[config.mk]
export PLATFORM = sky130hd
export DESIGN_NAME = id_operand_queue
export DESIGN_NICKNAME = d
export VERILOG_FILES = /design/src/rtl/id_operand_queue.sv
export SDC_FILE = /design/constraint.sdc
export NUM_CORES = 1
export LEC_CHECK = 0
export CAP_MARGIN = 20
export CORE_ASPECT_RATIO = 0.6
export CORE_MARGIN = 1.5
export CORE_UTILIZATION = 50
export CTS_CLUSTER_DIAMETER = 60
export DETAILED_ROUTE_END_ITERATION = 8
export PLACE_DENSITY = 0.87
export RECOVER_POWER = 50
export SLEW_MARGIN = 0
export SYNTH_ARGS = -nofsm -noshare
export SYNTH_HDL_FRONTEND = slang
export SYNTH_SLANG_ARGS = --single-unit
export TNS_END_PERCENT = 20
[constraint.sdc]
create_clock -name clk -period 11.3 [get_ports clk]
set_input_delay 2.26 -clock clk [delete_from_list [all_inputs] [get_ports clk]]
set_output_delay 2.26 -clock clk [all_outputs]
set_load 0.02 [all_outputs]
[src/rtl/id_operand_queue.sv]
// id_operand_queue: FWFT instruction queue between IFU and EXU with priority operand
// forwarding, hazard-gated issue, flush, occupancy and a saturating stall counter.
module id_operand_queue #(
    parameter int IBUF_DEPTH = 4,
    parameter int NUM_FWD    = 3
) (
    input  logic                              clk,
    input  logic                              reset,
    input  logic                              in_valid,
    output logic                              in_ready,
    input  logic [31:0]                       in_pc,
    input  logic [31:0]                       in_inst,
    input  logic                              flush,
    output logic                              out_valid,
    input  logic                              out_ready,
    output logic [31:0]                       out_pc,
    output logic [31:0]                       out_inst,
    output logic [31:0]                       out_rj_value,
    output logic [31:0]                       out_rkd_value,
    output logic [4:0]                        rf_raddr1,
    output logic [4:0]                        rf_raddr2,
    input  logic [31:0]                       rf_rdata1,
    input  logic [31:0]                       rf_rdata2,
    input  logic [NUM_FWD-1:0]                fwd_valid,
    input  logic [NUM_FWD-1:0]                fwd_we,
    input  logic [NUM_FWD-1:0]                fwd_data_ok,
    input  logic [5*NUM_FWD-1:0]              fwd_dest,
    input  logic [32*NUM_FWD-1:0]             fwd_data,
    output logic [$clog2(IBUF_DEPTH+1)-1:0]   occupancy,
    output logic [31:0]                       stall_cycles
);
    localparam int PW = $clog2(IBUF_DEPTH);
    localparam int CW = $clog2(IBUF_DEPTH+1);

    logic [31:0]   pc_q   [IBUF_DEPTH];
    logic [31:0]   inst_q [IBUF_DEPTH];
    logic [PW-1:0] rd_ptr_q, rd_ptr_d, wr_ptr_q, wr_ptr_d;
    logic [CW-1:0] count_q, count_d;
    logic [31:0]   stall_q, stall_d;
    logic          push, pop, not_empty, hazard;
    logic [5:0]    op;
    logic          use_rj, use_rkd, src_is_rd, rj_ok, rkd_ok;
    logic [4:0]    dest;

    always_comb begin
        not_empty     = count_q != '0;
        in_ready      = count_q != CW'(IBUF_DEPTH);
        out_pc        = pc_q[rd_ptr_q];
        out_inst      = inst_q[rd_ptr_q];
        op            = out_inst[31:26];
        use_rj        = !(op == 6'h14 || op == 6'h15 || op == 6'h05 || op == 6'h07);
        src_is_rd     = op == 6'h16 || op == 6'h17 || (op == 6'h0a && out_inst[25:22] == 4'd6);
        use_rkd       = src_is_rd || (op == 6'h00 && out_inst[25:22] == 4'd0);
        rf_raddr1     = out_inst[9:5];
        rf_raddr2     = src_is_rd ? out_inst[4:0] : out_inst[14:10];
        out_rj_value  = rf_rdata1;
        out_rkd_value = rf_rdata2;
        rj_ok         = 1'b1;
        rkd_ok        = 1'b1;
        dest          = '0;
        // Walk oldest to youngest so the lowest matching stage overrides the rest.
        for (int i = NUM_FWD-1; i >= 0; i--) begin
            dest = fwd_dest[5*i +: 5];
            if (fwd_valid[i] && fwd_we[i] && dest != 5'd0 && dest == rf_raddr1 && use_rj) begin
                out_rj_value = fwd_data[32*i +: 32];
                rj_ok        = fwd_data_ok[i];
            end
            if (fwd_valid[i] && fwd_we[i] && dest != 5'd0 && dest == rf_raddr2 && use_rkd) begin
                out_rkd_value = fwd_data[32*i +: 32];
                rkd_ok        = fwd_data_ok[i];
            end
        end
        hazard    = !rj_ok || !rkd_ok;
        out_valid = not_empty && !hazard && !flush;
        push      = in_valid && in_ready && !flush;
        pop       = out_valid && out_ready;
        wr_ptr_d  = flush ? '0 : wr_ptr_q + PW'(push);
        rd_ptr_d  = flush ? '0 : rd_ptr_q + PW'(pop);
        count_d   = flush ? '0 : count_q + CW'(push) - CW'(pop);
        stall_d   = (not_empty && hazard && !flush && stall_q != 32'hFFFF_FFFF) ? stall_q + 32'd1 : stall_q;
        occupancy    = count_q;
        stall_cycles = stall_q;
    end

    always_ff @(posedge clk or posedge reset) begin
        if (reset) begin
            rd_ptr_q <= '0;
            wr_ptr_q <= '0;
            count_q  <= '0;
            stall_q  <= '0;
        end else begin
            rd_ptr_q <= rd_ptr_d;
            wr_ptr_q <= wr_ptr_d;
            count_q  <= count_d;
            stall_q  <= stall_d;
        end
    end

    // Storage needs no reset; count gates every use of its contents.
    always_ff @(posedge clk) begin
        if (push) begin
            pc_q[wr_ptr_q]   <= in_pc;
            inst_q[wr_ptr_q] <= in_inst;
        end
    end
endmodule

==> impl_results.md <==
- Status: finished with violations
- Failing checks: capacitance limit, slew limit
- Post-synth EDFFs: 256
- Syn avg cell area: 14.8 um2
- Crit. End Element: primary output
- Total gr overflow: 0
- Fin. Hold Viols: 0
- Post-route minimum period: 8.67 ns
- Worst EP required: 9.04 ns
- Main synth FF type: edfxtp_1
- Gate Count Post-Synth: 947
- Post-synthesis sequential element count: 295
- Synth warn: 0
- Die X: 219 um
- Fin Hold WS: 0.496 ns
- Drt total wl: 42200 um
- Multi-input logic area: 0.00509 mm2
- Sum of negative setup slack: 0 ns
- DRC viols: 0
- Final WS setup: 2.63 ns
- Avg WL per Cell: 24.0 um
- Most used cell, CP: buf_4
- Crit Path Category: register to primary output
- Tot GR Track Use: 0.287
- Post-synth ARST share: 0.132
- Fin. max-slew vios: 188
- Vias/cell: 5.75
- Antenna Nets Post-Route: 0
- Initial core utilization: 0.509
- Area of the mapped netlist: 0.0140 mm2
- FF/Latch Area: 0.00867 mm2
- Leak pwr: 7.05 nW
- Worst Hold Class: register to register
- Fin crit share: 0.767
- Detailed Place HPWL: 30000 um
- Area grow syn2layout: 39.6%
- Largest net degree at the start of global routing: 66
- Final core utilization: 0.710
- WP buf/inv: 3
- Initial DRC Count: 834
- FP Rows: 47
- Total vias in the final route: 10100
- Layout cells sized above 1: 0.128
- First-pass GRT wire length: 62000 um
- Slew @ Worst Pin: 4.10 ns
- Vias in the first global route: 10000
- Synth unique cells: 49
- Startpoint Class: register
- Placement Setup Slack: 2.96 ns
- Seq/Total Area, Yosys: 0.619
- CP max FO: 40
- Maximum vdd drop: 0.112 mV
- Post-CTS sizing: 0
- Die area: 0.0291 mm2
- IO buf count: 427
- Final GP Congestion: 0.987
- Critical Path AT: 6.41 ns
- Fill count: 1839
- H-tree lvl count: 1
- Worst-path cell chain: mux4_2, nor4_4, and3_4, o211ai_2, xor2_1, nor4_1, nand3_1, buf_4, a31oi_4, buf_4, and2_1, clkdlybuf4s50_1
- Drt pass-1 iters: 5
- Die span in y: 133 um
- Postcts setup bufs: 0
- Core area: 0.0275 mm2
- Clock sinks: 295
- Num CTS Buffers: 28
- Skew final: 0.0236 ns
- Nets: 1620
- CTS tree: built
- Boundary Pins: 428
- Initial antenna violation count: 7
- Unrepaired setup endpoints after global routing: false
- Commonest non-fill, non-tap cells in the layout: clkdlybuf4s50_1 (325), edfxtp_1 (256), nand2_1 (148), dlygate4sd3_1 (102)
- Syn Nets: 1206
- CTS root buf: clkbuf_16
- Delay-heaviest family, CP: simple AND/OR/NAND/NOR gates
- Reg clk slew, reported paths: 0.06 ns
- Leading cell type in the layout, fill and taps excluded: clkdlybuf4s50_1
- Power per cell area: 148 mW/mm2
- Final setup viols: 0
- Slowest stage delay, CP: 0.94 ns
- Crit-path slowest cell: dfrtp_4
- Fmax: 115 MHz
- Hold-fix buffer count after cts: 0
- Max clock buf depth: 3
- Max-Cap Viols: 4
- Relative slew slack: -1.73
- Latest clock arrival within the worst-skew pair: 0.56 ns
[cell usage after synthesis, drive strengths merged, types with 25 or more instances]
cell	instances	area, um2
edfxtp	256	7690
nand2	148	556
mux2i	64	641
mux4	64	1440
o211ai	41	333
xor2	40	350
dfrtp	39	976
o21ai	37	185
mux2	34	383
clkbuf	32	120
buf	26	145
xnor2	25	219
[cell families (layout without fill, tap and decap cells)]
family | after synthesis | after routing | synth area share
buffers and inverters | 64 | 500 | 0.0205
xor gates and xnor gates | 65 | 65 | 0.0407
other | 0 | 7 | 0
AOI/OAI and AO/OA | 84 | 84 | 0.0412
DFF | 295 | 295 | 0.619
and+or+nand+nor | 271 | 271 | 0.0971
adders and majority gates | 6 | 6 | 0.00590
muxes | 162 | 162 | 0.176
[layer usage]
layer	wire length [um]	track usage
met4	1100	0.0761
met2	19700	0.445
met3	4070	0.0922
met5	21	0
met1	17300	0.394
[final cells by class]
type | instances | area share
Antenna cell | 7 | 0.000896
Clock buffer | 37 | 0.0396
Multi-Input combinational cell | 588 | 0.260
Clock inverter | 15 | 0.00755
Timing Repair Buffer | 442 | 0.224
Tap cell | 367 | 0.0235
Inverter | 6 | 0.00115
Sequential cell | 295 | 0.443
[sequential cells by signal, indices dropped and copies added, names as in the netlist]
| signal | cells |
|---|---|
| stall_cycles | 32 |
| wr_ptr_q | 2 |
| inst_q | 128 |
| rd_ptr_q | 2 |
| occupancy | 3 |
| pc_q | 128 |
[path summary, 6_finish.rpt]
check / start / cells past startpoint / slack [ns] / end
max: rd_ptr_q[0] / 12 / 2.63 / out_valid
min: stall_cycles[4] / 1 / 0.50 / stall_cycles[4]
min in group asynchronous: reset / 3 / 2.93 / stall_cycles[30]
max in group asynchronous: reset / 3 / 6.85 / rd_ptr_q[0]
max reg2reg: rd_ptr_q[0] / 18 / 4.63 / occupancy[2]
min reg2reg: stall_cycles[4] / 1 / 0.50 / stall_cycles[4]
[through the flow]
| step | cells | cell area [um2] | power (W) |
|---|---|---|---|
| finish | 1757 | 19600 | 0.00289 |
| global route | 1754 | 19500 | 0.00299 |
| CTS | 1750 | 19600 | 0.00292 |
| detailed placement | 1698 | 18600 | 0.00199 |
| global placement | 1698 | 18600 | 0.00198 |
| floorplan | 947 | 14000 | 0.00164 |
[where the power goes]
| group | internal [W] | total, W | leakage, nW | switching, W |
|---|---|---|---|---|
| Combinational | 0.000339 | 0.000690 | 3.74 | 0.000351 |
| Sequential | 0.00124 | 0.00128 | 2.86 | 0.0000401 |
| Clock | 0.000530 | 0.000926 | 0.448 | 0.000396 |
(Power assumes the default switching activity.)
